===== src/rtl/cla_nibble_sequencer.sv =====
// Sequences a WIDTH-bit add through an external 4-bit CLA one nibble per cycle,
// LSB first, chaining the carry through a register; valid/ready on both sides.
//   state | meaning
//   IDLE  | ready for an operand pair
//   RUN   | one nibble per edge through the external adder
//   DONE  | result held until the consumer takes it
module cla_nibble_sequencer #(
  parameter int WIDTH = 16
) (
  input  logic             clk,
  input  logic             rst,
  input  logic             in_valid,
  output logic             in_ready,
  input  logic [WIDTH-1:0] in_a,
  input  logic [WIDTH-1:0] in_b,
  input  logic             in_cin,
  output logic [3:0]       cla_a,
  output logic [3:0]       cla_b,
  output logic             cla_cin,
  input  logic [3:0]       cla_sum,
  input  logic             cla_cout,
  output logic             out_valid,
  input  logic             out_ready,
  output logic [WIDTH-1:0] out_sum,
  output logic             out_cout,
  output logic             out_ovf
);

  localparam int N  = WIDTH / 4;
  localparam int KW = (N > 1) ? $clog2(N) : 1;
  localparam logic [KW-1:0] K_LAST = KW'(N - 1);

  typedef enum logic [1:0] {IDLE, RUN, DONE} state_t;

  state_t            state, state_nxt;
  logic [N-1:0][3:0] a_reg, b_reg, sum_reg;
  logic              cin_reg, carry_reg;
  logic [KW-1:0]     k;
  logic              ovf;

  always_ff @(posedge clk or posedge rst) begin
    if (rst) state <= IDLE;
    else     state <= state_nxt;
  end

  always_comb begin
    state_nxt = state;
    case (state)
      IDLE: if (in_valid)    state_nxt = RUN;
      RUN:  if (k == K_LAST) state_nxt = DONE;
      DONE: if (out_ready)   state_nxt = IDLE;
      default:               state_nxt = IDLE;
    endcase
  end

  always_ff @(posedge clk or posedge rst) begin
    if (rst) begin
      a_reg     <= '0;
      b_reg     <= '0;
      sum_reg   <= '0;
      cin_reg   <= 1'b0;
      carry_reg <= 1'b0;
      k         <= '0;
    end else begin
      case (state)
        IDLE: if (in_valid) begin
          a_reg     <= in_a;
          b_reg     <= in_b;
          cin_reg   <= in_cin;
          carry_reg <= 1'b0;
          sum_reg   <= '0;
          k         <= '0;
        end
        RUN: begin
          sum_reg[k] <= cla_sum;
          carry_reg  <= cla_cout;
          k          <= k + 1'b1;
        end
        default: ;
      endcase
    end
  end

  // Overflow: operands share a sign that the result does not.
  assign ovf = (a_reg[N-1][3] == b_reg[N-1][3]) && (sum_reg[N-1][3] != a_reg[N-1][3]);

  always_comb begin
    in_ready  = 1'b0;
    out_valid = 1'b0;
    out_sum   = '0;
    out_cout  = 1'b0;
    out_ovf   = 1'b0;
    cla_a     = 4'h0;
    cla_b     = 4'h0;
    cla_cin   = 1'b0;
    case (state)
      IDLE: in_ready = 1'b1;
      RUN: begin
        cla_a   = a_reg[k];
        cla_b   = b_reg[k];
        cla_cin = (k == '0) ? cin_reg : carry_reg;
      end
      DONE: begin
        out_valid = 1'b1;
        out_sum   = sum_reg;
        out_cout  = carry_reg;
        out_ovf   = ovf;
      end
      default: ;
    endcase
  end

endmodule


===== config.mk =====
export PLATFORM = sky130hd
export DESIGN_NAME = cla_nibble_sequencer
export DESIGN_NICKNAME = d
export VERILOG_FILES = /design/src/rtl/cla_nibble_sequencer.sv
export SDC_FILE = /design/constraint.sdc
export NUM_CORES = 1
export LEC_CHECK = 0
export ABC_AREA = 1
export CORE_ASPECT_RATIO = 0.5
export CORE_UTILIZATION = 48
export CTS_CLUSTER_SIZE = 25
export DETAILED_ROUTE_END_ITERATION = 12
export PLACE_DENSITY = 0.86
export SLEW_MARGIN = 20
export SYNTH_ARGS = -nofsm -noshare
export SYNTH_HDL_FRONTEND = slang
export SYNTH_SLANG_ARGS = --single-unit

===== constraint.sdc =====
create_clock -name clk -period 4.4 [get_ports clk]
set_input_delay 0.88 -clock clk [delete_from_list [all_inputs] [get_ports clk]]
set_output_delay 0.88 -clock clk [all_outputs]
set_load 0.1 [all_outputs]

==> flow_metrics.py, run 1 <==
metrics = {
    "detailed_routing": {
        "drc_errors": 0,
        "first_iter_violations": 94,
        "dr.pass1.iters": 4,
        "routed_wl_um": 6142,
        "wire_per_inst_um": 12.96,
        "num_vias": 2367,
        "drtAntennaViolNets": 0,
        "viasPerCell": 4.994,
    },
    "yosys": {
        "yosysTopAreaCellShare": 0.5097,
        "ys_types": 18,
        "synth_area_leaders": "dfrtp_1, inv_1, a21oi_1",
        "yosysMostFrequentCell": "inv_1",
        "async_flop_share": 1.000,
        "netlist_area_um2": 2651,
        "synth_top_area_cell": "dfrtp_1",
        "avgSynthCellArea_um2": 7.775,
        "synthFlopType": "dfrtp_1",
        "ys_warn_count": 0,
        "synth_common_cells": "inv_1, nand2_1, dfrtp_1, nor2_1, a21oi_1",
        "synth_cells": 341,
        "postSynthNetCount": 388,
        "ys_ff_latch": 54,
        "synth_edf_count": 0,
        "yosysSeqAreaShare": 0.5097,
    },
    "power": {
        "p_comb_frac": 0.582,
        "netSwitchingPower_w": 0.001452,
        "internal_power_w": 0.001189,
        "peakVddDrop_v": 0.0005422,
        "power_density_nw_per_um2": 774.5,
        "seqPwrFrac": 0.316,
        "leakage_nw": 1.657,
        "p_sw_frac": 0.5498,
        "p_clk_frac": 0.102,
    },
    "clock_network": {
        "cts_hold_buf": 0,
        "clock-sinks": 54,
        "cts_resized": 0,
        "postCtsSetupRepairBufs": 0,
        "htreeDepth": 2,
        "cts_max_path_buffers": 2,
        "clock_latency_ps": 320,
        "clk_pin_slew_ps": 90,
        "tritoncts": "yes",
        "cts-buffers-inserted": 5,
        "root_buffer": "clkbuf_8",
    },
    "placed_design": {
        "place_congestion": 0.7861,
        "dp_hpwl_um": 4404,
        "placed_area_um2": 3331,
        "io_buffers": 70,
    },
    "timing": {
        "report.final.setup_viol": 0,
        "tns_ps": 0,
        "fin_crit_sh": 0.7664,
        "worst_pin_slew_ps": 1002,
        "slew_headroom": 0.3300,
        "rsz0062_at_grt": "false",
        "max_freq_mhz": 296.5,
        "hold_violations": 0,
        "slew_violations": 0,
        "finalCriticalPeriod_ps": 3372,
        "fin_skew_ps": 6.494,
    },
    "run_status": {
        "status": "finished clean",
    },
    "setup_path": {
        "end_kind": "output port",
        "slowest_delay_ps": 1140,
        "arrival_ps": 2490,
        "cp-start-kind": "flip-flop",
        "critPathSlowestCell": "clkdlybuf4s50_1",
        "path_cells": "inv_1 > nor2_2 > inv_2 > a21oi_1 > clkdlybuf4s50_1",
        "crit_required_ps": 3520,
        "crit_type": "reg -> out",
        "worstPathMaxFanout": 19,
    },
    "die": {
        "die_width_um": 107.1,
        "num_rows": 18,
        "die_h_um": 54.55,
        "core_area_um2": 5112,
        "dieArea_um2": 5843,
        "io_pins": 71,
        "initial_utilization": 0.5186,
    },
    "global_routing": {
        "grt_pass1_vias": 2234,
        "grt_max_degree": 55,
        "grt_pass1_wl_um": 9763,
        "antenna_found_initial": 0,
        "overflow": 0,
        "grt_use_total": 0.2220,
    },
    "final_layout": {
        "nFillCells": 447,
        "num_antenna_cells": 0,
        "fin_area_um2": 3411,
        "area_delta_synth_final_pct": 28.65,
        "fin_nets": 451,
        "drive_gt1_frac": 0.05941,
    },
    "hold_path": {
        "hp-class": "reg -> reg",
    },
    "run": {
        "cap_violations": 0,
    },
}
[cell type report]
class	instances	area, um^2	area share
Tap cell	70	87.58	0.02568
Multi-Input combinational cell	212	980.9	0.2876
Sequential cell	54	1351	0.3962
Timing Repair Buffer	71	685.7	0.2010
Inverter	60	226.5	0.06640
Clock inverter	2	10.01	0.002935
Clock buffer	5	68.82	0.02018
[final timing paths]
check	from	cells past startpoint	slack [ps]	end
worst min register to register	carry_reg$_DFFE_PP0P_	2	500	carry_reg$_DFFE_PP0P_
worst max-delay path	state[1]$_DFFE_PP0P_	5	1030	out_ovf
worst min-delay path	carry_reg$_DFFE_PP0P_	2	500	carry_reg$_DFFE_PP0P_
worst max register to register	k[0]$_DFFE_PP0P_	6	2350	sum_reg[1]$_DFFE_PP0P_
min in group asynchronous	rst	2	1060	sum_reg[10]$_DFFE_PP0P_
max in group asynchronous	rst	2	2800	a_reg[14]$_DFFE_PP0P_
[critical path, delay by kind of cell (launching register included)]
kind                   cells  cell delay [ps]
AND/OR/NAND/NOR            1              130
AO/OA/AOI/OAI              1              150
flip-flops                 1              470
buffers and inverters      3             1420
[cells in the final DEF, fill, tap and decap left out, drive strengths merged]
cell,n
buf,10
clkbuf,5
nand3,35
nand2,56
inv,58
nor2,54
ha,5
o21ai,16
dfrtp,54
clkinv,4
a21oi,42
clkdlybuf4s50,61
nor3,4
[layer usage]
| layer | track usage | vias up | share of wire |
|---|---|---|---|
| li1 | - | 1176 | - |
| met1 | 0.2606 | 1109 | 0.42 |
| met2 | 0.4172 | 72 | 0.51 |
| met3 | 0.05000 | 10 | 0.057 |
| met4 | 0.07763 | 0 | 0.014 |
| met5 | 0 | - | 0 |
[stage by stage]
stage / utilization / power [W] / std cells / hold WS [ps] / setup WS [ps]
floorplan: - / 0.002054 / 341 / 441.9 / 440.7
global placement: 0.6515 / 0.002318 / 467 / 462.9 / 1457
detailed placement: 0.6515 / 0.002383 / 467 / 484.8 / 1383
CTS: 0.6669 / 0.002649 / 474 / 506.0 / 1033
global route: 0.6672 / 0.002808 / 474 / 535.6 / 954.3
finish: 0.6672 / 0.002642 / 474 / 502.3 / 1028
[cell families after synthesis]
logic type	Yosys count	share of synthesized area
DFF	54	0.5097
and+or+nand+nor	149	0.2360
adders and majority gates	5	0.02360
AOI/OAI and AO/OA	58	0.1095
buffers and inverters	75	0.1213
[power groups by stage]
stage / Clock [W] / Sequential, W / Combinational [W]
after floorplan: 0 / 0.000781 / 0.00127
after global placement: 0 / 0.000830 / 0.00149
after detailed placement: 0 / 0.000847 / 0.00154
after CTS: 0.000271 / 0.000836 / 0.00154
after global routing: 0.000285 / 0.000860 / 0.00166
final: 0.000269 / 0.000836 / 0.00154
No activity file was read; power rests on OpenSTA's default activity.
==> inputs of run 2 (changes only) <==
clock period = 3.3 ns   (was 4.4 ns; I/O delays follow)
==> run 2 against run 1 <==
  * Worst setup slack lost 560 ps
  * Sequential cell count unchanged
  * Utilization is 1.5 points higher
  * First-iteration DRC count rose by 57%
  * Critical endpoint is now cla_cin
  * Count of clock-buffer cells in the layout up 2
  * Cell area up 2.2%
  * Critical path type unchanged
  * Wire length rose by 1.0%
  * Final cell count up 0.84%
==> flow_metrics.py, run 2 (synthesized netlist as in run 1, its figures left out) <==
metrics = {
    "setup_path": {
        "cp-start-kind": "flip-flop",
        "end_kind": "output port",
        "rrSetupSlack_ps": 1430,
        "r2r_cells": 6,
        "worstReg2RegStart": "k[1]$_DFFE_PP0P_",
        "arrival_ps": 2180,
        "crit_type": "reg -> out",
        "rr_endpoint": "sum_reg[3]$_DFFE_PP0P_",
        "critPathLaunch": "k[1]$_DFFE_PP0P_",
        "worstPathMaxFanout": 12,
        "crit_required_ps": 2640,
    },
    "die": {
        "dieArea_um2": 5843,
        "io_pins": 71,
        "die_h_um": 54.55,
        "core_area_um2": 5112,
        "num_rows": 18,
        "die_width_um": 107.1,
        "initial_utilization": 0.5186,
    },
    "global_routing": {
        "grt_pass1_vias": 2174,
        "grt_use_total": 0.2210,
        "antenna_found_initial": 0,
        "overflow": 0,
        "grt_pass1_wl_um": 9770,
        "grt_max_degree": 48,
    },
    "detailed_routing": {
        "drtAntennaViolNets": 0,
        "viasPerCell": 5.013,
        "drc_errors": 0,
        "dr.pass1.iters": 4,
        "routed_wl_um": 6205,
        "first_iter_violations": 148,
        "num_vias": 2396,
        "wire_per_inst_um": 12.98,
    },
    "final_layout": {
        "fin_nets": 454,
        "layout_common_cells": "inv_1, nand2_1, dfrtp_1",
        "layout_commonest_cell": "inv_1",
        "num_antenna_cells": 0,
        "fin_area_um2": 3486,
        "fin_util": 0.6818,
        "area_delta_synth_final_pct": 31.48,
        "drive_gt1_frac": 0.1176,
    },
    "clock_network": {
        "cts_resized": 0,
        "clock-sinks": 54,
        "clock_latency_ps": 310,
        "cts_hold_buf": 0,
        "tritoncts": "yes",
        "postCtsSetupRepairBufs": 0,
        "root_buffer": "clkbuf_8",
        "cts-buffers-inserted": 5,
        "htreeDepth": 2,
        "clk_pin_slew_ps": 90,
        "cts_max_path_buffers": 2,
    },
    "placed_design": {
        "io_buffers": 70,
        "dp_hpwl_um": 4514,
        "place_congestion": 0.8681,
        "placed_area_um2": 3395,
    },
    "power": {
        "leakage_nw": 1.743,
        "power_w": 0.003775,
        "power_density_nw_per_um2": 1083,
        "peakVddDrop_v": 0.0007782,
    },
    "hold_path": {
        "whs_path_depth": 2,
        "min_to": "carry_reg$_DFFE_PP0P_",
        "min_from": "carry_reg$_DFFE_PP0P_",
        "hp-class": "reg -> reg",
    },
    "timing": {
        "report.final.setup_viol": 0,
        "hold_violations": 0,
        "max_freq_mhz": 352.7,
        "slew_violations": 0,
        "worst_pin_slew_ps": 530.8,
        "slew_headroom": 0.6456,
        "rsz0062_at_grt": "false",
        "finalCriticalPeriod_ps": 2835,
        "fin_crit_sh": 0.8592,
        "fin_skew_ps": 6.361,
    },
    "run": {
        "cap_violations": 0,
    },
    "run_status": {
        "status": "finished clean",
    },
}
## run 2: cell count changes in the layout (fill, tap and decap cells not counted), sizes merged
cell,previous run,this run
buf,10,33
clkbuf,5,7
clkdlybuf4s50,61,41
clkinv,4,2
inv,58,59
## run 2: critical path: stages (launching register included)
cell      delay (ps)
dfrtp_1          580
clkinv_1         390
ha_1             340
nor2_1           110
a21oi_1           50
nor2_1           180
buf_12           210
## run 2: final cells by class
cell class / instances / area (um^2)
clock buffers: 7 / 86.33
clock inverters: 1 / 5.005
fillers: 419 / 1627
inverters: 60 / 225.2
multi-input cells: 212 / 984.7
flip-flops and latches: 54 / 1351
well taps: 70 / 87.58
repair buffers: 74 / 745.7
## run 2: per-stage QoR
stage	setup WS (ps)	setup TNS, ps	hold WS, ps	std cells
global placement	911.9	0	459.2	470
CTS	492.7	0	496.8	478
detailed placement	851.7	0	466.8	470
floorplan	-381.5	-5503	441.9	341
global route	335.0	0	530.2	478
finish	464.5	0	492.9	478
## run 2: report_power, final
part	switching, W	internal, W	total, W
sequential	0.000128	0.000940	0.00107
combinational	0.00164	0.000683	0.00233
clock	0.000211	0.000170	0.000381
total	0.00198	0.00179	0.00378
## run 2: worst max path at each step
stage | to | cells past startpoint
6_report | cla_cin | 6
3_5_place_dp | cla_cin | 6
5_1_grt | cla_cin | 6
3_3_place_gp | cla_cin | 6
4_1_cts | cla_cin | 6
2_1_floorplan | out_sum[0] | 5
## run 2: per-layer routing
metal / track usage / vias to the layer above / part of all wire
met5: 0 / - / 0
met4: 0.05936 / 0 / 0.011
met1: 0.2864 / 1114 / 0.45
met2: 0.3882 / 82 / 0.47
li1: - / 1189 / -
met3: 0.04643 / 11 / 0.062
==> patch 1 (config.mk and constraints of run 1) <==
Re-encode `state_t` (3 states) as one-hot, 3 bits wide.
--- a/src/rtl/cla_nibble_sequencer.sv
+++ b/src/rtl/cla_nibble_sequencer.sv
@@ -32,3 +32,3 @@
 
-  typedef enum logic [1:0] {IDLE, RUN, DONE} state_t;
+  typedef enum logic [2:0] {IDLE = 3'b001, RUN = 3'b010, DONE = 3'b100} state_t;
 
Formal check against the unedited RTL: same outputs for any inputs over 10 cycles, from zero or initial values and one cycle with rst high; not proved beyond that.
==> patch 1 against run 1 <==
  * Worst setup slack worse by 0.035 ns
  * Maximum frequency is 1.0% lower
  * First-iteration DRC count is 39% higher
  * Total power is 27% lower
  * Sequential share of layout area is 0.24 points higher
  * Largest cell class unchanged
  * Non-clock buffer count is 1 lower
  * Final area is 1.3% higher
  * Synthesized area is 1.7% higher
  * Critical path type unchanged
  * Routed wire length is 2.0% lower
  * Sequential cell count is 1 higher
==> patch 1: results (changes against run 1) <==
yosys:
  yosys.cell_types.count: 22  # was 18
  ys_seq_area_share_pct: 51.1  # was 51.0%
  netlist_top_cells_count: "nand2_1, dfrtp_1, inv_1, o21ai_0, nor2_1"  # was inv_1, nand2_1, dfrtp_1, nor2_1, a21oi_1
  synthCells: 350  # was 341
  syn_nets: 396  # was 388
  yosys-top-cells-area: "dfrtp_1, nand2_1, inv_1, o21ai_0, a21oi_1"  # was dfrtp_1, inv_1, a21oi_1, nand2_1, nor2_1
  async_flop_share_pct: 100  # unchanged
grt:
  grt_max_degree: 56  # was 55
  grtUsageTotal_pct: 21.9  # was 22.2%
  grt_pass1_wl_mm: 9.72  # was 9.76 mm
  grtUsageMet1_pct: 27.5  # was 26.1%
  grt_use_met3_pct: 4.68  # was 5.00%
drt:
  met2WireLength_mm: 2.87  # was 3.12 mm
  vias_per_cell: 4.92  # was 4.99
  num_vias: 2384  # was 2367
  routedWlPerCell_um: 12.4  # was 13.0 um
  dr_wl_met3_um: 373  # was 349 um
  drt_iter0_markers: 131  # was 94
  met1_length_mm: 2.70  # was 2.58 mm
placement:
  dp_cells: 477  # was 467
  gp_congestion: 0.834  # was 0.786
  placed_cell_area_mm2: 0.00337  # was 0.00333 mm2
  hpwl_mm: 4.33  # was 4.40 mm
  place_ws_ns: 1.33  # was 1.38 ns
timing:
  skew_ns: 0.00446  # was 0.00649 ns
  worst_hold_slack_ns: 0.482  # was 0.502 ns
  worst_pin_slew_ns: 0.971  # was 1.00 ns
worst_setup_path:
  cp_data_arrival_time_ns: 2.53  # was 2.49 ns
  reg2reg_depth: 4  # was 6
  timing.rr.start: "state[0]"  # was k[0]
  rr_endpoint: "b_reg[7]"  # was sum_reg[1]
  rrSetupSlack_ns: 2.26  # was 2.35 ns
final_layout:
  final_nets: 460  # was 451
  layout-drive-gt1-share_pct: 7.47  # was 5.94%
pwr:
  sw_frac_of_total_pct: 44.8  # was 55.0%
  p_leak_uw: 0.00167  # was 0.00166 uW
worst_hold_path:
  min_from: "sum_reg[13]"  # was carry_reg
  hold_end: "sum_reg[13]"  # was carry_reg
run_status:
  status: "finished clean"  # unchanged
## patch 1: changes by cell type in the layout (fill, tap and decap cells not counted), sizes merged, moves of 2 or more
cell,change
nand3,-30
nand4,+2
nor3,-4
o21ai,+14
a21oi,-21
o211ai,+5
clkinv,-2
nor2,-31
clkbuf,+2
nand2,+83
inv,-7
## patch 1: final cells by class
| type | count | area, um2 |
|---|---|---|
| clock buffer | 7 | 76.3 |
| clock inverter | 1 | 5.00 |
| timing repair buffer | 70 | 678 |
| fill | 447 | 1700 |
| tap | 70 | 87.6 |
| inverter | 52 | 196 |
| multi-input combinational | 230 | 1030 |
| sequential | 55 | 1380 |
## patch 1: worst max path at each step
stage	slack [ns]	endpoint	cells past startpoint
global placement	1.39	out_ovf	4
CTS	0.99	out_ovf	4
finish	0.99	out_ovf	4
global route	0.87	out_ovf	4
detailed placement	1.33	out_ovf	4
floorplan	1.08	cla_cin	5
## patch 1: power by group through the flow
stage | Sequential (uW) | Clock, uW | Combinational [uW]
2_1_floorplan | 784 | 0 | 682
3_3_place_gp | 832 | 0 | 784
3_5_place_dp | 843 | 0 | 814
4_1_cts | 833 | 274 | 819
5_1_grt | 857 | 290 | 915
6_report | 833 | 270 | 813
## patch 1: worst max-delay path, cell delays in order, from the launching register on
cell,delay [ns]
dfrtp_1,0.44
nor2_1,0.18
nand2_2,0.25
a21oi_1,0.20
clkdlybuf4s50_1,1.15
## patch 1: cells by family (layout without fill, tap and decap cells)
family                     count (synthesis)  after routing  synth area share (%)
adders and majority gates                  4              4                  1.86
DFF                                       55             55                  51.1
buffers and inverters                     65            130                  10.5
AOI/OAI and AO/OA                         56             56                  10.9
and+or+nand+nor                          170            170                  25.7
==> patch 2 (config.mk and constraints of run 1) <==
Made on the original files. `WIDTH`: 16 -> 8.
--- a/src/rtl/cla_nibble_sequencer.sv
+++ b/src/rtl/cla_nibble_sequencer.sv
@@ -7,3 +7,3 @@
 module cla_nibble_sequencer #(
-  parameter int WIDTH = 16
+  parameter int WIDTH = 8
 ) (
Interface: changed (resized in_a, in_b and out_sum); port bits go from 71 to 47. The function was not compared with the original's and may differ.
==> patch 2 against run 1 <==
  * Total power fell by 35%
  * Worst setup slack lost 0.075 ns
  * Clock power is 8.9% lower
  * Routed wire length is 50% lower
  * Sequential cell count shrank 25
  * Final area fell by 42%
  * Synthesized area decreased by 46%
  * Critical path type unchanged
==> patch 2: results (changes against run 1) <==
run_status:
  status: "finished clean"  # unchanged
yosys:
  synthMuxAreaShare_pct: 0  # unchanged
  netlist_top_cells_count: "nand2_1, dfrtp_1, nand3_1, inv_1, nor2_1"  # was inv_1, nand2_1, dfrtp_1, nor2_1, a21oi_1
  synthAdderAreaFrac_pct: 0  # was 2.36%
  synth_xor_xnor_area_share_pct: 0  # unchanged
  async_flop_share_pct: 100  # unchanged
  synth_compound_area_share_pct: 1.41  # was 10.9%
  syn_nets: 206  # was 388
  yosys-top-cells-area: "dfrtp_1, nand2_1, nand3_1, inv_1, buf_6"  # was dfrtp_1, inv_1, a21oi_1, nand2_1, nor2_1
  ys_seq_area_share_pct: 51.1  # was 51.0%
  yosys.cell_types.count: 18  # unchanged
  yosysWarnings: 0  # unchanged
drt:
  drt_iter0_markers: 50  # was 94
  firstDrtPassIters: 5  # was 4
  vias_per_cell: 4.77  # was 4.99
  antenna_left: 0  # unchanged
  wl_mm: 3.05  # was 6.14 mm
worst_setup_path:
  cp_slowest_stage_delay_ns: 1.13
  crit_fanout: 13  # was 19
  critPathTopFamily: "buffers and inverters"  # unchanged
  rr_endpoint: "sum_reg[0]"  # was sum_reg[1]
  cp_data_arrival_time_ns: 2.57  # was 2.49 ns
  cp-startpoint: "state[1]"  # unchanged
  rrSetupSlack_ns: 2.95  # was 2.35 ns
  timing.rr.start: "state[0]"  # was k[0]
  reg2reg_depth: 5  # was 6
  slowest_stage: "clkdlybuf4s50_1"  # unchanged
  cp-endpoint: "cla_cin"  # was out_ovf
placement:
  gp_congestion: 0.808  # was 0.786
  portBuffers: 46  # was 70
  hpwl_mm: 2.11  # was 4.40 mm
grt:
  grt_max_degree: 30  # was 55
  antenna_found_initial: 0  # unchanged
  grt_pass1_wl_mm: 5.02  # was 9.76 mm
  grt_pass1_vias: 1134  # was 2234
  grtUsageTotal_pct: 22.5  # was 22.2%
worst_hold_path:
  min_from: "a_reg[2]"  # was carry_reg
  hold_class: "reg -> reg"  # unchanged
final_layout:
  final_nets: 253  # was 451
  diodes: 0  # unchanged
  layout-drive-gt1-share_pct: 8.33  # was 5.94%
  nFillCells: 204  # was 447
timing:
  skew_ns: 0.00542  # was 0.00649 ns
  slew_headroom_pct: 34.7  # was 33.0%
cts:
  post_cts_buffers: 0  # unchanged
  cts.reportedPaths.clkPinSlew_ns: 0.07  # was 0.09 ns
  cts_buffers: 5  # unchanged
  cts_resized: 0  # unchanged
  cts.path.max_buffers: 2  # unchanged
  cts-root-buf: "clkbuf_8"  # unchanged
  insertion_delay_ns: 0.28  # was 0.32 ns
  htreeDepth: 2  # unchanged
pwr:
  p_leak_uw: 0.000991  # was 0.00166 uW
  peakVddDrop_uv: 508  # was 542 uV
[patch 2: cell types whose count changed in the layout (fill, tap and decap cells not counted), moves of 4 or more]
cell	before	now
inv_1	56	12
a21oi_1	42	1
nor2_1	51	11
nand2_1	55	83
dfrtp_1	54	29
clkdlybuf4s50_1	61	46
o21ai_0	14	2
nand3_1	35	24
buf_4	10	1
ha_1	5	0
nor3_1	4	0
[patch 2: stage by stage]
step | cell area (um2) | std cells | hold slack [ns] | worst slack (ns)
2_1_floorplan | 1420 | 180 | 0.442 | 0.0703
3_3_place_gp | 1870 | 257 | 0.455 | 1.29
3_5_place_dp | 1870 | 257 | 0.459 | 1.25
4_1_cts | 1970 | 265 | 0.474 | 0.944
5_1_grt | 1970 | 265 | 0.489 | 0.840
6_report | 1970 | 265 | 0.472 | 0.952
[patch 2: final cells by class]
type | instances | area (um2) | area share, %
Tap cell | 37 | 46.3 | 2.35
Sequential cell | 29 | 726 | 36.8
Clock buffer | 7 | 96.3 | 4.88
Multi-Input combinational cell | 128 | 571 | 28.9
Inverter | 16 | 61.3 | 3.11
Clock inverter | 1 | 5.00 | 0.254
Timing Repair Buffer | 47 | 468 | 23.7
[patch 2: worst reg2reg max path, delay by kind of cell (launching register included)]
kind	cells	cell delay, ns
AND/OR/NAND/NOR	4	0.61
buffers and inverters	1	0.24
flip-flops	1	0.49
[patch 2: worst min path at each step]
stage / endpoint / slack (ns) / cells after the start
detailed placement: a_reg[6] / 0.46 / 2
floorplan: a_reg[0] / 0.44 / 2
global placement: b_reg[1] / 0.45 / 2
finish: a_reg[2] / 0.47 / 2
global route: b_reg[5] / 0.49 / 2
CTS: a_reg[6] / 0.47 / 2
[patch 2: layer usage]
metal,track usage (%),vias to the layer above,share of wire (%)
met4,12.7,0,1.5
met1,26.8,582,46
met3,6.82,4,4.3
met2,38.5,30,48
li1,-,648,-
met5,0,-,0
[patch 2: power by group]
group / leakage (uW) / switching (uW) / internal, uW
Sequential: 0.000366 / 87.2 / 391
Clock: 0.0000542 / 103 / 141
Combinational: 0.000571 / 747 / 243
[patch 2: cells by family after synthesis]
| family | after synthesis |
|---|---|
| and+or+nand+nor | 124 |
| DFF | 29 |
| buffers and inverters | 23 |
| AOI/OAI and AO/OA | 4 |
